===== config.mk =====
export PLATFORM = sky130hd
export DESIGN_NAME = slice_position_generator
export DESIGN_NICKNAME = d
export VERILOG_FILES = /design/src/rtl/slice_position_generator.sv
export SDC_FILE = /design/constraint.sdc
export NUM_CORES = 1
export LEC_CHECK = 0
export CELL_PAD_IN_SITES_DETAIL_PLACEMENT = 0
export CELL_PAD_IN_SITES_GLOBAL_PLACEMENT = 1
export CORE_MARGIN = 8
export CORE_UTILIZATION = 50
export DETAILED_ROUTE_END_ITERATION = 8
export DONT_BUFFER_PORTS = 1
export PLACE_DENSITY = 0.85
export SLEW_MARGIN = 30
export SYNTH_ARGS = -nofsm -noshare
export SYNTH_HDL_FRONTEND = slang
export SYNTH_SLANG_ARGS = --single-unit

===== constraint.sdc =====
create_clock -name clk -period 5.6 [get_ports clk]
set_clock_uncertainty 0.05 [all_clocks]
set_input_delay 1.68 -clock clk [delete_from_list [all_inputs] [get_ports clk]]
set_output_delay 1.68 -clock clk [all_outputs]
set_load 0.1 [all_outputs]

===== src/rtl/slice_position_generator.sv =====
// Splits each measured rotation into 2^SLICES_LOG2 equal slices and drives the
// slice strobe, slice index and one-hot column select for the LED controller.
module slice_position_generator #(
  parameter int SLICES_LOG2   = 7,
  parameter int PERIOD_W      = 24,
  parameter int MUX_W         = 8,
  parameter int MUX_OFFSET    = 7,
  parameter int MIN_SLICE_LEN = 2
) (
  input  logic                   clk,
  input  logic                   rst,
  input  logic                   hall_tick,
  output logic                   position_sync,
  output logic [SLICES_LOG2-1:0] slice_cnt,
  output logic [MUX_W-1:0]       fpga_mul,
  output logic [PERIOD_W-1:0]    period,
  output logic                   running,
  output logic                   stalled
);

  localparam int TIMER_W = PERIOD_W - SLICES_LOG2;
  localparam logic [SLICES_LOG2-1:0] LAST_SLICE = '1;
  localparam logic [PERIOD_W-1:0]    REV_MAX    = '1;
  localparam logic [TIMER_W-1:0]     MIN_LEN    = TIMER_W'(MIN_SLICE_LEN);

  typedef enum logic [1:0] {IDLE, ARMED, RUN, STALL} state_t;

  state_t                  state, state_next;
  logic [PERIOD_W-1:0]     rev_cnt;
  logic [PERIOD_W-1:0]     meas_period;
  logic [TIMER_W-1:0]      meas_slice_len;
  logic [TIMER_W-1:0]      slice_len;
  logic [TIMER_W-1:0]      timer, timer_next;
  logic [PERIOD_W-1:0]     period_next;
  logic [SLICES_LOG2-1:0]  slice_next;
  logic [MUX_W-1:0]        mul_next;
  logic                    sync_next;
  logic                    rev_sat;
  logic                    meas_valid;
  logic                    accept;

  assign rev_sat        = (rev_cnt == REV_MAX);
  assign meas_period    = rev_cnt + PERIOD_W'(1);
  assign meas_slice_len = TIMER_W'(meas_period >> SLICES_LOG2);
  assign meas_valid     = !rev_sat && (meas_slice_len >= MIN_LEN);
  assign slice_len      = TIMER_W'(period >> SLICES_LOG2);
  // A tick only (re)starts the slice sequence when a turn is already being timed
  assign accept         = hall_tick && meas_valid && (state == ARMED || state == RUN);

  always_ff @(posedge clk) begin
    if (rst) begin
      rev_cnt <= '0;
    end else if (hall_tick) begin
      rev_cnt <= '0;
    end else if (!rev_sat) begin
      rev_cnt <= rev_cnt + PERIOD_W'(1);
    end
  end

  always_comb begin
    state_next  = state;
    timer_next  = timer;
    slice_next  = slice_cnt;
    period_next = period;
    sync_next   = 1'b0;
    if (accept) begin
      state_next  = RUN;
      period_next = meas_period;
      slice_next  = '0;
      timer_next  = '0;
      sync_next   = 1'b1;
    end else begin
      case (state)
        IDLE: begin
          if (hall_tick) state_next = ARMED;
        end
        ARMED: begin
          if (!hall_tick && rev_sat) state_next = IDLE;
        end
        RUN: begin
          if (hall_tick) begin
            state_next = ARMED;
          end else if (rev_sat) begin
            state_next = STALL;
          end else if (timer == slice_len - TIMER_W'(1)) begin
            // The last slice is held with the timer parked until the next tick
            if (slice_cnt != LAST_SLICE) begin
              slice_next = slice_cnt + SLICES_LOG2'(1);
              timer_next = '0;
              sync_next  = 1'b1;
            end
          end else begin
            timer_next = timer + TIMER_W'(1);
          end
        end
        STALL: begin
          if (hall_tick) state_next = ARMED;
        end
        default: state_next = IDLE;
      endcase
    end
  end

  always_comb begin
    mul_next = '0;
    if (state_next == RUN) begin
      mul_next = MUX_W'(1) << ((int'(slice_next) + MUX_OFFSET) % MUX_W);
    end
  end

  always_ff @(posedge clk) begin
    if (rst) begin
      state         <= IDLE;
      timer         <= '0;
      slice_cnt     <= '0;
      period        <= '0;
      position_sync <= 1'b0;
      fpga_mul      <= '0;
      running       <= 1'b0;
      stalled       <= 1'b0;
    end else begin
      state         <= state_next;
      timer         <= timer_next;
      slice_cnt     <= slice_next;
      period        <= period_next;
      position_sync <= sync_next;
      fpga_mul      <= mul_next;
      running       <= (state_next == RUN);
      stalled       <= (state_next == STALL);
    end
  end

endmodule


==> impl_metrics.toml, run 1 <==
[status]
status = "finished clean"

[clock_network]
cts_root_buf = "clkbuf_8"
cts_tree = "built"
clock-sinks = 85
clock_path_buffers = 2
cts_made_buffers = 9
hold_buffers = 0
htree_levels = 3
clkSlewWorstSetupHoldPaths_ns = 0.09
ctsResizeCount = 0
post_cts_buffers = 0
clk-insertion-delay-late_ns = 0.36

[global_route]
grt_max_degree = 33
first_global_vias = 3680
grt-busiest-layer = "met2"
gr-usage-met2_pct = 30.5
overflow = 0
grt_pass1_wl_mm = 18.6
use_met3_pct = 4.76
antenna_found_initial = 0
grt_use_met1_pct = 22.1
grt_usage_pct = 18.3

[floorplan]
rows = 35
dieArea_um2 = 12500
start_util_pct = 50.5
core_area_um2 = 9060
io_pins = 45
fp.dieH_um = 112
die_w_um = 112

[sta]
rsz0062_at_grt = "false"
timing.hold.ws_ns = 0.470
worst_slew_pin_slew_ns = 1.02
report.final.hold_viol_count = 0
period_minus_slack_ns = 4.14
clock.fmax_mhz = 242
final.period_utilization_pct = 73.9
slew_headroom_pct = 32.2
slew_violations = 0
finalSetupViolCount = 0
setup_tns_ns = 0

[setup_path]
critPathTopFamily = "simple AND/OR/NAND/NOR gates"
path_buf_inv = 1
critPathLaunchType = "flip-flop"
path_cells = "nand4_1, nor4_2, buf_4, and3_1, mux2_1, or4_1, o311ai_4, nand2b_1, a2111oi_4"
required_ns = 5.81
end_kind = "flip-flop"
crit_fanout = 17
slowest_stage = "o311ai_4"
path_class = "flip-flop to flip-flop"
critPathArrivalTime_ns = 4.35
slowest_delay_ns = 0.62

[pwr]
combPwrFrac_pct = 1.5
p_sw_mw = 0.257
total_power_mw = 1.08
power.density_nw_per_um2 = 218
ir_drop_uv = 149
p_int_mw = 0.821
clkPwrFrac_pct = 42.3
switching_share_pct = 23.9
p_seq_share_pct = 56.2
leakagePower_nw = 1.82

[logic_synthesis]
synthDistinctLibCells = 65
synth_compound_area_share_pct = 12.1
yosys_warnings = 0
synth-seq-area-share_pct = 37.2
synth_nets = 536
synth_top_family_by_area = "simple AND/OR/NAND/NOR gates"
synth_xor_area_share_pct = 13.0
synthArstFlopShare_pct = 0
netlist_instances = 527
synthAdderAreaFrac_pct = 1.64
synth-simple-area-share_pct = 25.9
synth_area_per_cell_um2 = 8.68
ys.flop_type = "dfxtp_1"
synth_edf_count = 0
synth.area.mux_share_pct = 5.42
syn_area_um2 = 4570
synth-seq-cells = 85

[route]
via_per_inst = 5.84
wirelength_mm = 11.1
route.detailed.drc = 0
drt_iter0_markers = 347
vias = 3764
detail_route.wl_per_cell_um = 17.3
ant_nets = 0
dr.pass1.iters = 4

[hold_path]
worstHoldPathType = "flip-flop to flip-flop"

[final_layout]
num-nets-final = 538
antennaDiodeCount = 0
multi_input_area_um2 = 2660
n_fill_cell = 829
synthToLayoutAreaGrowth_pct = 8.10
ff_latch_area_um2 = 1720
drive_above_1_share_pct = 15.0

[placement]
hpwl_mm = 8.12
numPortBuffers = 0
gp_congestion = 0.915

[job]
drv_cap = 0
==> flip-flops by register name, summed over array words and instances (netlist names) <==
register       count
rev_cnt           24
running            1
fpga_mul           8
slice_cnt          7
position_sync      1
state              2
stalled            1
timer             17
period            24
==> cells in the mapped netlist (5+ instances only) <==
cell type  instances  area [um^2]
dfxtp_1           85         1700
nor2_1            68          255
xnor2_1           44          385
a21oi_1           35          175
inv_1             27          101
nand3_1           26          130
xor2_1            24          210
nand2_1           22         82.6
nor3_1            17         85.1
clkbuf_1          14         52.6
mux2_2            13          146
nor4_1            13         81.3
nand4_1           12         75.1
and3_1             9         56.3
buf_2              9         45.0
mux2i_1            9         90.1
or3_1              8         50.1
ha_1               6         75.1
a31oi_1            5         31.3
o31ai_1            5         37.5
or2_2              5         31.3
or4_1              5         37.5
==> cells by family (layout without fill, tap and decap cells) <==
kind of cell,count (synthesis),in the layout
AND/OR/NAND/NOR,216,216
multiplexers,23,23
XOR/XNOR,68,68
buffers and inverters,54,61
adder cells (fa/ha/maj),6,6
flip-flops,85,85
AO/OA/AOI/OAI,75,75
==> path summary, 6_finish.rpt <==
check / depth (start not counted) / end / slack, ns / from
worst max-delay path: 9 / fpga_mul[0]$_SDFF_PP0_ / 1.46 / rev_cnt[4]$_SDFFE_PP0N_
worst min-delay path: 2 / rev_cnt[1]$_SDFFE_PP0N_ / 0.47 / rev_cnt[1]$_SDFFE_PP0N_
worst max register to register: 9 / fpga_mul[0]$_SDFF_PP0_ / 1.46 / rev_cnt[4]$_SDFFE_PP0N_
worst min register to register: 2 / rev_cnt[1]$_SDFFE_PP0N_ / 0.47 / rev_cnt[1]$_SDFFE_PP0N_
==> power by group through the flow <==
stage	combinational, mW	clock [mW]	sequential, mW
after CTS	0.0159	0.469	0.606
after detailed placement	0.0159	0	0.620
after global routing	0.0177	0.495	0.607
after floorplan	0.0159	0	0.620
final	0.0159	0.456	0.606
after global placement	0.0154	0	0.620
==> layer usage <==
metal / vias up / wire length (um)
li1: 1863 / -
met1: 1787 / 5010
met2: 98 / 5350
met3: 16 / 594
met4: 0 / 189
met5: - / 0
==> cells in the final DEF (no fill, tap or decap), types with 3 or more instances in the layout <==
cell type | synthesis | routed
dfxtp_1 | 85 | 74
nor2_1 | 68 | 68
xnor2_1 | 44 | 44
a21oi_1 | 35 | 35
inv_1 | 27 | 27
nand3_1 | 26 | 26
xor2_1 | 24 | 24
nand2_1 | 22 | 22
nor3_1 | 17 | 17
buf_4 | 1 | 17
nor4_1 | 13 | 13
mux2_2 | 13 | 13
nand4_1 | 12 | 12
dfxtp_2 | 0 | 11
and3_1 | 9 | 9
mux2i_1 | 9 | 9
clkbuf_8 | 0 | 9
or3_1 | 8 | 8
ha_1 | 6 | 6
or2_2 | 5 | 5
a31oi_1 | 5 | 5
o31ai_1 | 5 | 5
or4_1 | 5 | 5
nor3b_1 | 3 | 3
a2111oi_0 | 3 | 3
and2_1 | 3 | 3
o21ai_0 | 3 | 3
nor2b_1 | 3 | 3
o2111ai_1 | 3 | 3
==> through the flow <==
stage	utilization [%]	instances	area, um^2	setup WS, ns
floorplan	-	527	4570	2.04
global placement	52.2	629	4730	1.49
detailed placement	52.3	629	4740	1.27
CTS	54.5	645	4940	1.39
global route	54.5	645	4940	1.20
finish	54.5	645	4940	1.46
==> area by class of cell <==
cell class,instances,area share (%)
multi-input combinational,388,53.7
sequential,85,34.7
tap,111,2.81
timing repair buffer,17,2.58
clock buffer,9,2.51
inverter,28,2.13
clock inverter,7,1.59
==> worst min-delay path, cell delays in order, from the launching register on <==
cell	delay, ns
dfxtp_1	0.35
nand3_1	0.07
a21oi_1	0.06
Power figures use the tool's default switching activity.
==> run 2: changes to the inputs <==
CORE_UTILIZATION = 44   (was 50)
PLACE_DENSITY = 0.79   (was 0.85)
clock period = 3.8 ns   (was 5.6 ns; I/O delays follow)
==> run 2 against run 1 <==
Sequential power grew 47%. Critical endpoint is now fpga_mul[3]$_SDFF_PP0_. Non-clock buffer count grew 18. Worst setup slack lost 1.2 ns. Register-to-register slack lost 1.2 ns. Core utilization shrank 5.0 points. Final cell count grew 6.7%. Hold slack lost 0.0068 ns. Sequential share of layout area shrank 1.1 points. Flip-flop and latch count is the same. Combinational power grew 55%. Power grew 37%.
==> impl_metrics.toml, run 2 (synthesized netlist as in run 1, its figures left out) <==
[route]
detail_route.wl_per_cell_um = 16.1
drt_iter0_markers = 183
maxUsedRoutingLayer = "met4"
drt-met1-wl_mm = 5.05
met3_length_um = 607
dr.pass1.iters = 4
wl_met2_mm = 5.22
via_per_inst = 5.44
ant_nets = 0
vias = 3746
wirelength_mm = 11.1
route.detailed.drc = 0

[global_route]
grt_pass1_wl_mm = 18.7
overflow = 0
grt_usage_pct = 16.3
first_global_vias = 3625
antenna_found_initial = 0
grt_max_degree = 33

[setup_path]
required_ns = 3.98
regToRegStartpoint = "rev_cnt[4]$_SDFFE_PP0N_"
setup.reg_to_reg.worst_slack_ns = 0.24
end_kind = "flip-flop"
worstRegToRegCells = 8
r2r_end = "fpga_mul[3]$_SDFF_PP0_"
critPathLaunchType = "flip-flop"
critPathArrivalTime_ns = 3.74
path_class = "flip-flop to flip-flop"
crit_fanout = 9

[floorplan]
start_util_pct = 44.7
die_w_um = 118
core_area_um2 = 10200
dieArea_um2 = 13900
rows = 37
io_pins = 45
fp.dieH_um = 118

[hold_path]
worstHoldPathType = "flip-flop to flip-flop"
worstHoldStart = "rev_cnt[1]$_SDFFE_PP0N_"
min_to = "rev_cnt[1]$_SDFFE_PP0N_"
worst_hold_path.num_cells = 2

[final_layout]
most-common-layout-cells = "dfxtp_1, nor2_1, xnor2_1, a21oi_1, buf_4"
finish.utilization_pct = 49.5
synthToLayoutAreaGrowth_pct = 10.8
num-nets-final = 556
reg.largest.list = "period (24), rev_cnt (24), timer (17)"
drive_above_1_share_pct = 15.8
layout_commonest_cell = "dfxtp_1"
antennaDiodeCount = 0
design_area_um2 = 5070
n_fill_cell = 979

[placement]
hpwl_mm = 8.41
postPlaceCellArea_um2 = 4900
gp_congestion = 0.887
place_ws_ns = 0.263
numPortBuffers = 0

[sta]
final.period_utilization_pct = 93.7
slew_violations = 0
rsz0062_at_grt = "false"
setup_tns_ns = 0
report.final.hold_viol_count = 0
period_minus_slack_ns = 3.56
clock.fmax_mhz = 281
slew_headroom_pct = 32.6
finalSetupViolCount = 0
postLayoutSetupSlackWorst_ns = 0.238
worst_slew_pin_slew_ns = 1.01

[clock_network]
cts_tree = "built"
clkSlewWorstSetupHoldPaths_ns = 0.09
cts_made_buffers = 9
hold_buffers = 0
post_cts_buffers = 0
htree_levels = 3
ctsResizeCount = 0
cts_root_buf = "clkbuf_8"
clock_path_buffers = 2
clk-insertion-delay-late_ns = 0.37
clock-sinks = 85

[pwr]
power.density_nw_per_um2 = 292
leakagePower_nw = 1.89
total_power_mw = 1.48
ir_drop_uv = 214

[job]
drv_cap = 0

[status]
status = "finished clean"
## run 2: cell types whose count changed in the layout (fill, tap and decap cells not counted), sizes merged
cell	before	now
buf	17	35
clkinv	1	3
inv	31	29
bufinv	1	0
clkbuf	9	10
## run 2: per-layer routing
| metal | global-route usage, % | vias up |
|---|---|---|
| li1 | - | 1896 |
| met1 | 20.6 | 1766 |
| met2 | 26.3 | 67 |
| met3 | 4.17 | 17 |
| met4 | 6.16 | 0 |
| met5 | 0 | - |
## run 2: power breakdown
group,internal (mW),switching (mW)
registers,0.891,0.00182
logic,0.00777,0.0169
clock network,0.236,0.327
total,1.14,0.346
## run 2: worst max path at each step
stage                                 start                endpoint  slack, ns
global route        rev_cnt[4]$_SDFFE_PP0N_  fpga_mul[3]$_SDFF_PP0_      0.005
global placement    rev_cnt[4]$_SDFFE_PP0N_  fpga_mul[4]$_SDFF_PP0_       0.41
CTS                 rev_cnt[4]$_SDFFE_PP0N_  fpga_mul[3]$_SDFF_PP0_       0.23
finish              rev_cnt[4]$_SDFFE_PP0N_  fpga_mul[3]$_SDFF_PP0_       0.24
detailed placement  rev_cnt[4]$_SDFFE_PP0N_  fpga_mul[3]$_SDFF_PP0_       0.26
floorplan            period[7]$_SDFFE_PP0P_  fpga_mul[0]$_SDFF_PP0_       0.24
## run 2: critical path, cell delays in order (launching register included)
cell and delay [ns]:
dfxtp_1 0.42, nand4_1 0.28, nor4_2 0.38, and3_1 0.24, mux2_1 0.32, or4_1 0.58
o311ai_4 0.41, nand2b_1 0.34, a2111oi_1 0.42
## run 2: cell type report
cell class / instances / area [um^2] / share of cell area, %
Clock inverter: 6 / 38.8 / 0.765
Clock buffer: 10 / 128 / 2.52
Tap cell: 136 / 170 / 3.36
Inverter: 28 / 105 / 2.07
Multi-Input combinational cell: 388 / 2660 / 52.5
Sequential cell: 85 / 1700 / 33.6
Timing Repair Buffer: 35 / 263 / 5.19
## run 2: metrics by stage
stage / std cells / hold slack [ns]
after floorplan: 527 / 0.414
after global placement: 672 / 0.442
after detailed placement: 672 / 0.454
after CTS: 688 / 0.466
after global routing: 688 / 0.483
final: 688 / 0.463
==> run 3: changes to the inputs <==
ABC_CLOCK_PERIOD_IN_PS = 2900   (was default)
clock period = 2.9 ns   (was 3.8 ns; I/O delays follow)
==> run 3 against run 2 <==
The run now ends with setup timing left. Power rose by 43%. Hold slack improved by 0.013 ns. Final cell count rose by 16%. Die area did not move. Via count rose by 15%. Critical path depth rose by 4.
==> impl_metrics.toml, run 3 (synthesized netlist as in run 1, its figures left out) <==
[pwr]
power.density_nw_per_um2 = 324
ir_drop_uv = 311
leakagePower_nw = 2.72
total_power_mw = 2.12

[final_layout]
layout_commonest_cell = "buf_4"
num-nets-final = 666
ff_latch_area_um2 = 1750
antennaDiodeCount = 0
multi_input_area_um2 = 3070
reg.largest.list = "period (24), rev_cnt (24), timer (17)"
synthToLayoutAreaGrowth_pct = 43.1
most-common-layout-cells = "buf_4, dfxtp_1, xnor2_1, nor2_1, a21oi_1"
drive_above_1_share_pct = 42.4
n_fill_cell = 864

[sta]
slew_headroom_pct = 50.0
timing.hold.ws_ns = 0.475
period_minus_slack_ns = 3.00
report.final.hold_viol_count = 0
worst_slew_pin_slew_ns = 0.731
setup_tns_ns = -2.78
finalSetupViolCount = 47
rsz0062_at_grt = "true"
clock.fmax_mhz = 333
slew_violations = 0
postLayoutSetupSlackWorst_ns = -0.104
final.period_utilization_pct = 104

[global_route]
overflow = 0
grt_max_degree = 33
first_global_vias = 4306
grt_usage_pct = 19.2
grt_pass1_wl_mm = 21.6
antenna_found_initial = 0

[floorplan]
start_util_pct = 44.7
dieArea_um2 = 13900
rows = 37
die_w_um = 118
fp.dieH_um = 118
core_area_um2 = 10200
io_pins = 45

[setup_path]
slowest_delay_ns = 0.52
slowest_stage = "or4_4"
end_kind = "flip-flop"
critPathLaunchType = "flip-flop"
crit_fanout = 8
worstRegToRegCells = 12
path_cells = "nand4_1, nor4_4, and3_4, mux2_4, or4_4, o311ai_4, buf_4, buf_6, nand3b_1, buf_6, buf_12, a21oi_2"
critPathArrivalTime_ns = 3.28
path_class = "flip-flop to flip-flop"
required_ns = 3.18
cpMostUsedCell = "buf_6"

[placement]
numPortBuffers = 0
place_ws_ns = -0.251
gp_congestion = 0.897
hpwl_mm = 9.48

[clock_network]
cts_tree = "built"
cts_made_buffers = 9
clkSlewWorstSetupHoldPaths_ns = 0.09
htree_levels = 3
clk-insertion-delay-late_ns = 0.40
hold_buffers = 0
clock-sinks = 85
cts_root_buf = "clkbuf_8"
clock_path_buffers = 2

[route]
via_per_inst = 5.38
drt_iter0_markers = 339
ant_nets = 0
vias = 4292
detail_route.wl_per_cell_um = 17.1
wirelength_mm = 13.6
dr.pass1.iters = 4
route.detailed.drc = 0

[hold_path]
worst_hold_path.num_cells = 2
worstHoldPathType = "flip-flop to flip-flop"

[status]
violations = "setup timing"
status = "finished, violations left"

[job]
drv_cap = 0
-- run 3: cell types whose count changed in the layout (fill, tap and decap cells not counted), moves of 7 or more --
cell     previous run  this run
a21oi_1            35        27
a21oi_2             0         8
buf_4              35       125
buf_6               0        12
dfxtp_1            85        61
dfxtp_2             0        17
dfxtp_4             0         7
mux2_2             13         0
mux2_4              0        14
nor2_1             68        43
nor2_2              0        13
nor2_4              0        12
-- run 3: routing by layer --
metal,track usage (%),vias up,part of all wire (%)
li1,-,2116,-
met4,9.45,0,2.7
met2,32.9,94,51
met5,0,-,0
met3,5.32,30,4.8
met1,21.4,2052,41
-- run 3: final timing paths --
check                                end                    start  slack, ns
setup / recovery  timer[16]$_SDFFE_PP0P_  rev_cnt[4]$_SDFFE_PP0N_      -0.10
hold reg to reg   period[3]$_SDFFE_PP0P_   period[3]$_SDFFE_PP0P_       0.48
setup reg to reg  timer[16]$_SDFFE_PP0P_  rev_cnt[4]$_SDFFE_PP0N_      -0.10
hold / removal    period[3]$_SDFFE_PP0P_   period[3]$_SDFFE_PP0P_       0.48
-- run 3: area by class of cell --
| type | instances | share of cell area (%) |
|---|---|---|
| clock inverters | 7 | 1.22 |
| well taps | 136 | 2.60 |
| multi-input cells | 388 | 46.9 |
| inverters | 28 | 1.61 |
| repair buffers | 145 | 19.0 |
| clock buffers | 9 | 1.89 |
| flip-flops and latches | 85 | 26.7 |
-- run 3: report_power, final --
group / leakage [nW] / switching, mW / total (mW) / internal, mW
logic: 1.92 / 0.0353 / 0.0608 / 0.0255
registers: 0.699 / 0.00151 / 1.16 / 1.16
clock network: 0.103 / 0.487 / 0.898 / 0.411
total: 2.72 / 0.524 / 2.12 / 1.60
-- run 3: per-stage QoR --
stage / instance area [um^2] / instances / util, %
finish: 6540 / 798 / 64.0
global route: 6540 / 798 / 64.0
CTS: 6190 / 790 / 60.5
detailed placement: 5680 / 757 / 55.6
global placement: 5680 / 757 / 55.6
floorplan: 4720 / 527 / -
-- run 3: worst max-delay path: cells and delay by family (launching register included) --
family | cells | cell delay [ns]
AND/OR/NAND/NOR | 5 | 1.32
AO/OA/AOI/OAI | 2 | 0.35
flip-flops | 1 | 0.35
multiplexers | 1 | 0.30
buffers and inverters | 4 | 0.56
-- run 3: what timing repair did --
item	4_1_cts	5_1_grt
pin swaps	17	25
setup endpoints to repair	60	60
hold endpoints to repair	0	0
gates cloned	2	2
resized for setup	40	66
buffers inserted	16	7
